==> src/rtl/side_road_detector_pkg.sv <==
// side_road_detector_pkg: shared light codes, detector state encoding and queue width
package side_road_detector_pkg;
  localparam int QW = 8;
  typedef logic [QW-1:0] queue_t;
  localparam logic [3:0] LIGHT_GREEN  = 4'b0001;
  localparam logic [3:0] LIGHT_YELLOW = 4'b0010;
  localparam logic [3:0] LIGHT_RED    = 4'b0100;
  localparam logic [1:0] ST_IDLE   = 2'd0;
  localparam logic [1:0] ST_CALL   = 2'd1;
  localparam logic [1:0] ST_SERVE  = 2'd2;
  localparam logic [1:0] ST_GAPOUT = 2'd3;
endpackage

==> src/rtl/side_road_detector_loop_debounce.sv <==
// loop_debounce: 2-flop synchronizer, debounce filter and registered rising-edge pulse
module loop_debounce #(
  parameter int DEBOUNCE_CYC = 3
) (
  input  logic clk,
  input  logic rst,
  input  logic raw,
  output logic rise
);
  localparam int CW = $clog2(DEBOUNCE_CYC + 1);
  logic s1_q, s2_q, level_q, level_d, rise_q, rise_d, hit;
  logic [CW-1:0] cnt_q, cnt_d, cnt_n;
  always_comb begin
    cnt_n = (s2_q != level_q) ? cnt_q + 1'b1 : '0;
    hit = cnt_n == CW'(DEBOUNCE_CYC);
    cnt_d = hit ? '0 : cnt_n;
    level_d = hit ? s2_q : level_q;
    rise_d = level_d & ~level_q;
  end
  always_ff @(posedge clk) begin
    if (rst) begin
      s1_q <= 1'b0;
      s2_q <= 1'b0;
      cnt_q <= '0;
      level_q <= 1'b0;
      rise_q <= 1'b0;
    end else begin
      s1_q <= raw;
      s2_q <= s1_q;
      cnt_q <= cnt_d;
      level_q <= level_d;
      rise_q <= rise_d;
    end
  end
  assign rise = rise_q;
endmodule

==> src/rtl/side_road_detector.sv <==
// side_road_detector: side-road vehicle queue tracking and demand FSM for a traffic light controller
module side_road_detector
  import side_road_detector_pkg::*;
#(
  parameter int DEBOUNCE_CYC = 3,
  parameter int CALL_THRESH  = 1,
  parameter int GAP_CYC      = 20
) (
  input  logic          clk,
  input  logic          rst,
  input  logic          arrive_raw,
  input  logic          depart_raw,
  input  logic [3:0]    side_road_light,
  output logic          SENSOR,
  output logic [QW-1:0] queue_count,
  output logic          light_fault
);
  localparam int GW = $clog2(GAP_CYC + 1);
  logic arr_rise, dep_rise, green, go, inc, dec;
  logic sensor_q, sensor_d, fault_q, fault_d;
  logic [1:0] state_q, state_d;
  logic [GW-1:0] gap_q, gap_d;
  queue_t queue_q, queue_d;
  loop_debounce #(.DEBOUNCE_CYC(DEBOUNCE_CYC)) u_arrive (
    .clk(clk), .rst(rst), .raw(arrive_raw), .rise(arr_rise)
  );
  loop_debounce #(.DEBOUNCE_CYC(DEBOUNCE_CYC)) u_depart (
    .clk(clk), .rst(rst), .raw(depart_raw), .rise(dep_rise)
  );
  always_comb begin
    green = side_road_light == LIGHT_GREEN;
    go = green || side_road_light == LIGHT_YELLOW;
    fault_d = !go && side_road_light != LIGHT_RED;
    inc = arr_rise;
    dec = dep_rise & go;
    gap_d = (state_q != ST_SERVE || dec) ? '0 : gap_q + 1'b1;
    state_d = state_q == ST_IDLE  ? (queue_q >= QW'(CALL_THRESH) ? ST_CALL : ST_IDLE)
            : state_q == ST_CALL  ? (queue_q == '0 ? ST_IDLE : green ? ST_SERVE : ST_CALL)
            : state_q == ST_SERVE ? (queue_q == '0 ? ST_IDLE : !go ? ST_CALL
                                    : (!dec && gap_q == GW'(GAP_CYC - 1)) ? ST_GAPOUT : ST_SERVE)
            : ST_IDLE;
    queue_d = (state_q == ST_GAPOUT || state_d == ST_GAPOUT) ? '0
            : (inc && !dec && queue_q != '1) ? queue_q + 1'b1
            : (dec && !inc && queue_q != '0) ? queue_q - 1'b1
            : queue_q;
    sensor_d = state_d == ST_CALL || state_d == ST_SERVE;
  end
  always_ff @(posedge clk) begin
    if (rst) begin
      state_q <= ST_IDLE;
      gap_q <= '0;
      queue_q <= '0;
      sensor_q <= 1'b0;
      fault_q <= 1'b0;
    end else begin
      state_q <= state_d;
      gap_q <= gap_d;
      queue_q <= queue_d;
      sensor_q <= sensor_d;
      fault_q <= fault_d;
    end
  end
  assign SENSOR = sensor_q;
  assign queue_count = queue_q;
  assign light_fault = fault_q;
endmodule

==> config.mk <==
export PLATFORM = sky130hd
export DESIGN_NAME = side_road_detector
export DESIGN_NICKNAME = d
export VERILOG_FILES = /design/src/rtl/side_road_detector_pkg.sv /design/src/rtl/side_road_detector_loop_debounce.sv /design/src/rtl/side_road_detector.sv
export SDC_FILE = /design/constraint.sdc
export NUM_CORES = 1
export LEC_CHECK = 0
export ABC_AREA = 0
export CAP_MARGIN = 20
export CORE_ASPECT_RATIO = 1.75
export CORE_MARGIN = 5
export CORE_UTILIZATION = 49
export CTS_CLUSTER_SIZE = 8
export DETAILED_ROUTE_END_ITERATION = 12
export PLACE_DENSITY = 0.72
export SYNTH_ARGS = -nofsm -noshare
export SYNTH_HDL_FRONTEND = slang
export SYNTH_HIERARCHICAL = 1
export SYNTH_SLANG_ARGS = --single-unit
==> constraint.sdc <==
create_clock -name clk -period 5.08 [get_ports clk]
set_input_delay 0.762 -clock clk [delete_from_list [all_inputs] [get_ports clk]]
set_output_delay 0.762 -clock clk [all_outputs]
set_load 0.05 [all_outputs]
==> run_results.csv, run 1 <==
group,metric,value,unit
cells_and_area,n_antenna_cell,0,
logic_synthesis,ys_types,42,
timing,setup_viol_count_final,0,
placed_design,dp_slack,2.03,ns
drt,ant_nets,0,
logic_synthesis,synth-xor-area-share,5.89,%
placed_design,dp.cells,203,
critical_path,cp_data_arrival_time,2.97,ns
grt,antenna_found_initial,0,
power,ir_drop,0.215,mV
grt,grt_pass1_wl,5010,um
cells_and_area,design_area,1800,um^2
timing,hold_ws,0.446,ns
timing,maxSlewViolCount,0,
power,p_per_area,277,nW/um^2
drt,remaining_drc_errors,0,
logic_synthesis,synth-simple-area-share,33.6,%
placed_design,gp_congestion,0.891,
logic_synthesis,synthesis.instances,159,
hold_path,hold_class,"flip-flop to flip-flop",
logic_synthesis,synth.avg_cell_area,9.36,um^2
critical_path,start_kind,"input port",
logic_synthesis,synth_mux_area_share,0,%
cells_and_area,fin_cells,211,
logic_synthesis,async_flop_share,0,%
cts,cts_setup_buffers,0,
critical_path,r2r-start,"queue_count[2]$_SDFFE_PP0P_",
logic_synthesis,synth_edf_count,0,
power,seq_power_share,46.3,%
cts,cts-resized-gates,0,
placed_design,placed_area,1690,um^2
grt,grt_overflow,0,
power,p_leak,0.672,nW
cells_and_area,drive_above_1_share,13.1,%
cts,postCtsHoldBufs,0,
drt,wl_per_cell,14.6,um
logic_synthesis,synth_top_family_by_area,"simple AND/OR/NAND/NOR gates",
logic_synthesis,ys_ff_latch,29,
floorplanning,rows,26,
critical_path,cpPeakStageDelay,0.58,ns
critical_path,required,5.27,ns
run,drv_cap,0,
floorplanning,die_h,82.9,um
floorplanning,io_pins,18,
timing,skew,0.00346,ns
cts,clk_pin_slew,0.06,ns
timing,fin_crit_sh,54.6,%
cells_and_area,synthToLayoutAreaGrowth,21.3,%
power,power,499,uW
cts,cts_sinks,29,
logic_synthesis,ys_warn_count,6,
floorplanning,start_util,50.8,%
grt,grt_usage,15.0,%
drt,drt_iter0_drc,30,
timing,slew_headroom,57.4,%
drt,vias,1285,
power,combPwrFrac,4.7,%
cts,insertion_delay,0.28,ns
drt,via_per_inst,6.09,
critical_path,cp_max_fo,8,
hold_path,holdCritStartpoint,"u_depart/s1_q$_SDFF_PP0_",
floorplanning,die-area,4280,um^2
grt,grt_pass1_vias,1208,
logic_synthesis,seq_area_frac_synth,39.0,%
placed_design,io_buffers,17,
cts,cts_buffer_depth,2,
cells_and_area,nNetsFinal,196,
critical_path,worstSetupPathType,"input port to flip-flop",
cts,cts_tree,"done",
power,p_clk_share,49.0,%
timing,fin_ws,2.30,ns
logic_synthesis,synth-compound-area-share,13.5,%
placed_design,post-dp-hpwl,2250,um
timing,hold_viol,0,
critical_path,crit_start,"side_road_light[0]",
timing,rsz0062_at_grt,"no",
floorplanning,core,2930,um^2
cts,clockRootBuffer,"clkbuf_8",
drt,drt_wl_total,3080,um
logic_synthesis,synth_adder_area_share,5.05,%
critical_path,r2r_slack,2.73,ns
timing,worst_slew_pin_slew,0.637,ns
critical_path,worstPathCellList,"clkdlybuf4s50_1, xor2_1, o211ai_2, a221oi_2, a31oi_2, ha_1, a211o_1, a311oi_1",
power,p_int,400,uW
timing,fmax,360,MHz
timing,fin_tns_setup,0,ns
critical_path,critical_path.slowest_cell,"clkdlybuf4s50_1",
floorplanning,die_w,51.7,um
power,power.switching,99.4,uW
cells_and_area,multi_input_area,865,um^2
drt,drtPass1Iterations,5,
cells_and_area,num-fill-cells,263,
logic_synthesis,syn-cell-area,1490,um^2
timing,period_needed,2.78,ns
run_status,status,"finished clean",
cts,cts_buffers,5,
cells_and_area,fin_util,61.6,%
cts,htree_levels,2,
power,swShare,19.9,%
cells_and_area,seq_area,581,um^2
critical_path,worstSetupEndpointType,"flip-flop",
logic_synthesis,ys.flop_type,"dfxtp_1",
grt,grt_max_degree,19,
logic_synthesis,synth_fp_nets,173,
[flip-flops by register name, indices dropped and copies added (netlist names)]
register,cells
u_arrive/s1_q,1
gap_q,5
SENSOR,1
u_arrive/cnt_q,2
queue_count,8
u_depart/level_q,1
u_depart/s2_q,1
u_arrive/rise,1
light_fault,1
u_arrive/s2_q,1
u_depart/s1_q,1
u_depart/cnt_q,2
u_arrive/level_q,1
u_depart/rise,1
state_q,2
[routing by layer]
| metal | routed length [um] | up-vias | track usage, % |
|---|---|---|---|
| met2 | 1620 | 35 | 25.1 |
| met5 | 0 | - | 0 |
| met3 | 169 | 5 | 4.84 |
| met1 | 1240 | 622 | 16.0 |
| li1 | - | 623 | - |
| met4 | 49 | 0 | 8.11 |
[power groups by stage]
stage          clock, mW  combinational [mW]  sequential [mW]
2_1_floorplan          0             0.00948            0.238
3_3_place_gp           0              0.0224            0.236
3_5_place_dp           0              0.0234            0.236
4_1_cts            0.250              0.0235            0.231
5_1_grt            0.266              0.0251            0.231
6_report           0.245              0.0234            0.231
[synthesized netlist by cell type, drive strengths merged (2+ instances only)]
cell,number,area [um^2]
a21oi,6,30.0
a311oi,2,23.8
a31oi,5,37.5
and3,2,12.5
dfxtp,29,581
ha,6,75.1
inv,10,37.5
nand2,5,18.8
nand2b,3,18.8
nand3,14,75.1
nand4,6,43.8
nand4b,2,17.5
nand4bb,2,22.5
nor2,16,60.1
nor2b,10,62.6
nor3,3,36.3
nor3b,4,45.1
nor4,2,12.5
nor4b,3,38.8
o21ai,7,38.8
xnor2,5,43.8
xor2,5,43.8
[critical path, delay by kind of cell]
family | cells | cell delay [ns]
buffers and inverters | 1 | 0.58
AO/OA/AOI/OAI | 5 | 1.09
XOR/XNOR | 1 | 0.30
adder cells (fa/ha/maj) | 1 | 0.23
[cell families after synthesis]
family	Yosys count
fa+ha+maj	6
buf+inv	11
simple gates	76
xor+xnor	10
flops	29
compound gates	27
[final timing paths]
check                                     end  cells past startpoint
hold reg to reg      u_depart/s2_q$_SDFF_PP0_                      1
setup reg to reg  queue_count[6]$_SDFFE_PP0P_                      7
setup / recovery  queue_count[6]$_SDFFE_PP0P_                      8
hold / removal       u_depart/s2_q$_SDFF_PP0_                      1
[cell usage in the layout, fill, tap and decap left out, drive strengths merged, types with 2 or more instances in the layout]
| master | Yosys | final |
|---|---|---|
| nor3b | 4 | 4 |
| o21ai | 7 | 7 |
| nand4b | 2 | 2 |
| inv | 10 | 10 |
| nand2b | 3 | 3 |
| nor2b | 10 | 10 |
| a21oi | 6 | 6 |
| nand3 | 14 | 14 |
| ha | 6 | 6 |
| a31oi | 5 | 5 |
| a311oi | 2 | 2 |
| xnor2 | 5 | 5 |
| nor2 | 16 | 16 |
| clkdlybuf4s50 | 0 | 17 |
| and3 | 2 | 2 |
| clkbuf | 0 | 7 |
| nand4bb | 2 | 2 |
| nor4b | 3 | 3 |
| xor2 | 5 | 5 |
| dfxtp | 29 | 29 |
| nand2 | 5 | 5 |
| nor4 | 2 | 2 |
| nand4 | 6 | 6 |
| nor3 | 3 | 3 |
[area by class of cell]
| type | instances | share of cell area [%] |
|---|---|---|
| Multi-Input combinational cell | 119 | 47.9 |
| Sequential cell | 29 | 32.2 |
| Timing Repair Buffer | 17 | 9.43 |
| Clock buffer | 7 | 4.79 |
| Inverter | 10 | 2.08 |
| Tap cell | 28 | 1.94 |
| Clock inverter | 1 | 1.66 |
No activity file was read; power rests on OpenSTA's default activity.
==> run 2, diff against run 1 <==
==> constraint.sdc (replaced) <==
create_clock -name clk -period 2.75 [get_ports clk]
set_input_delay 0.4125 -clock clk [delete_from_list [all_inputs] [get_ports clk]]
set_output_delay 0.4125 -clock clk [all_outputs]
set_load 0.05 [all_outputs]
==> run_results.csv, run 2 (synthesized netlist as in run 1, its figures left out) <==
group,metric,value,unit
critical_path,crit_start,"side_road_light[2]",
placed_design,gp_congestion,0.875,
floorplanning,core,2930,um^2
power,p_leak,0.707,nW
grt,grt_pass1_vias,1369,
cts,cts_tree,"done",
critical_path,start_kind,"input port",
cts,cts_buffer_depth,2,
timing,rsz0062_at_grt,"no",
critical_path,required,2.94,ns
critical_path,cp_max_fo,8,
cts,postCtsHoldBufs,0,
floorplanning,start_util,50.8,%
cells_and_area,synthToLayoutAreaGrowth,25.0,%
power,ir_drop,0.467,mV
cells_and_area,drive_above_1_share,16.0,%
critical_path,critical_path.slowest_cell,"clkdlybuf4s50_1",
critical_path,worstSetupEndpointType,"flip-flop",
critical_path,worstSetupPathType,"input port to flip-flop",
cells_and_area,fin_cells,216,
timing,worst_slew_pin_slew,0.508,ns
placed_design,post-dp-hpwl,2440,um
placed_design,placed_area,1730,um^2
critical_path,r2r_cells,7,
critical_path,critical_path_buf_inv_count,1,
critical_path,cpLargestDelayFamily,"compound AO/OA/AOI/OAI gates",
drt,ant_nets,0,
critical_path,worstPathCellList,"clkdlybuf4s50_1, nor2_1, a31oi_1, a221oi_2, a31oi_2, ha_1, a211o_1, a311oi_1",
critical_path,cpPeakStageDelay,0.47,ns
drt,wl_per_cell,15.4,um
drt,vias,1283,
drt,drt_wl_total,3320,um
cells_and_area,final_common_cell,"dfxtp_1",
placed_design,io_buffers,17,
cts,clk_pin_slew,0.07,ns
power,p_int,808,uW
grt,grt_max_degree,14,
power,swShare,19.6,%
critical_path,crit_end,"queue_count[6]$_SDFFE_PP0P_",
critical_path,r2r-end,"queue_count[6]$_SDFFE_PP0P_",
hold_path,hold_class,"flip-flop to flip-flop",
timing,maxSlewViolCount,0,
grt,grt_usage,17.5,%
floorplanning,io_pins,18,
run_status,status,"finished clean",
grt,grt_overflow,0,
grt,grt_pass1_wl,5730,um
power,combPwrFrac,4.9,%
drt,drtPass1Iterations,4,
cells_and_area,num-fill-cells,258,
drt,drt_iter0_drc,22,
cells_and_area,largest_reg_flops,8,
power,power.switching,196,uW
cts,clockRootBuffer,"clkbuf_8",
floorplanning,die-area,4280,um^2
cts,cts_buffers,5,
timing,hold_viol,0,
grt,antenna_found_initial,0,
cts,cts-resized-gates,0,
critical_path,r2r-start,"queue_count[4]$_SDFFE_PP0P_",
cts,cts_sinks,29,
power,seq_power_share,42.5,%
timing,period_needed,2.40,ns
drt,via_per_inst,5.94,
timing,fin_crit_sh,87.3,%
drt,remaining_drc_errors,0,
timing,skew,0.0107,ns
critical_path,cp_data_arrival_time,2.59,ns
floorplanning,die_w,51.7,um
run,drv_cap,0,
timing,fmax,416,MHz
power,p_per_area,540,nW/um^2
floorplanning,die_h,82.9,um
cells_and_area,n_antenna_cell,0,
cells_and_area,design_area,1860,um^2
critical_path,crit_cells,8,
floorplanning,rows,26,
power,p_clk_share,52.6,%
placed_design,dp.cells,208,
cells_and_area,nNetsFinal,201,
timing,slew_headroom,65.8,%
timing,setup_viol_count_final,0,
cells_and_area,final_cell_mix,"dfxtp_1 (29), clkdlybuf4s50_1 (17), nor2_1 (16)",
cts,cts_setup_buffers,0,
cts,insertion_delay,0.29,ns
timing,fin_tns_setup,0,ns
critical_path,r2r_slack,0.36,ns
cts,htree_levels,2,
[run 2: worst min path at each step]
stage / start / to / slack (ns) / depth (start not counted)
2_1_floorplan: u_arrive/s1_q$_SDFF_PP0_ / u_arrive/s2_q$_SDFF_PP0_ / 0.41 / 1
3_3_place_gp: u_depart/s1_q$_SDFF_PP0_ / u_depart/s2_q$_SDFF_PP0_ / 0.43 / 1
5_1_grt: u_arrive/s1_q$_SDFF_PP0_ / u_arrive/s2_q$_SDFF_PP0_ / 0.46 / 1
4_1_cts: u_depart/s1_q$_SDFF_PP0_ / u_depart/s2_q$_SDFF_PP0_ / 0.44 / 1
3_5_place_dp: u_depart/s1_q$_SDFF_PP0_ / u_depart/s2_q$_SDFF_PP0_ / 0.42 / 1
6_report: u_depart/s1_q$_SDFF_PP0_ / u_depart/s2_q$_SDFF_PP0_ / 0.43 / 1
[run 2: metal layers]
metal	share of wire, %	track usage, %
met2	52	29.7
met5	0	0
met4	3.5	12.4
met1	40	17.3
met3	4.7	4.84
[run 2: metrics by stage]
step / util (%) / setup slack, ns / hold slack (ns) / power (mW)
after floorplan: - / 0.409 / 0.414 / 0.458
after global placement: 58.9 / 0.231 / 0.427 / 0.483
after detailed placement: 58.9 / 0.0719 / 0.420 / 0.486
after CTS: 63.5 / 0.366 / 0.435 / 1.02
after global routing: 63.5 / 0.248 / 0.456 / 1.04
final: 63.5 / 0.349 / 0.435 / 1.00
[run 2: power groups by stage]
stage	combinational, mW	clock (mW)	sequential [mW]
after global placement	0.0472	0	0.436
after CTS	0.0493	0.542	0.427
after global routing	0.0526	0.561	0.427
final	0.0492	0.528	0.427
after floorplan	0.0175	0	0.440
after detailed placement	0.0490	0	0.437
[run 2: area by class of cell]
type | instances | area [um^2] | area share, %
clock inverter | 3 | 65.1 | 3.50
timing repair buffer | 22 | 208 | 11.2
multi-input combinational | 119 | 865 | 46.5
sequential | 29 | 581 | 31.2
inverter | 10 | 37.5 | 2.02
tap | 28 | 35.0 | 1.88
clock buffer | 5 | 68.8 | 3.70
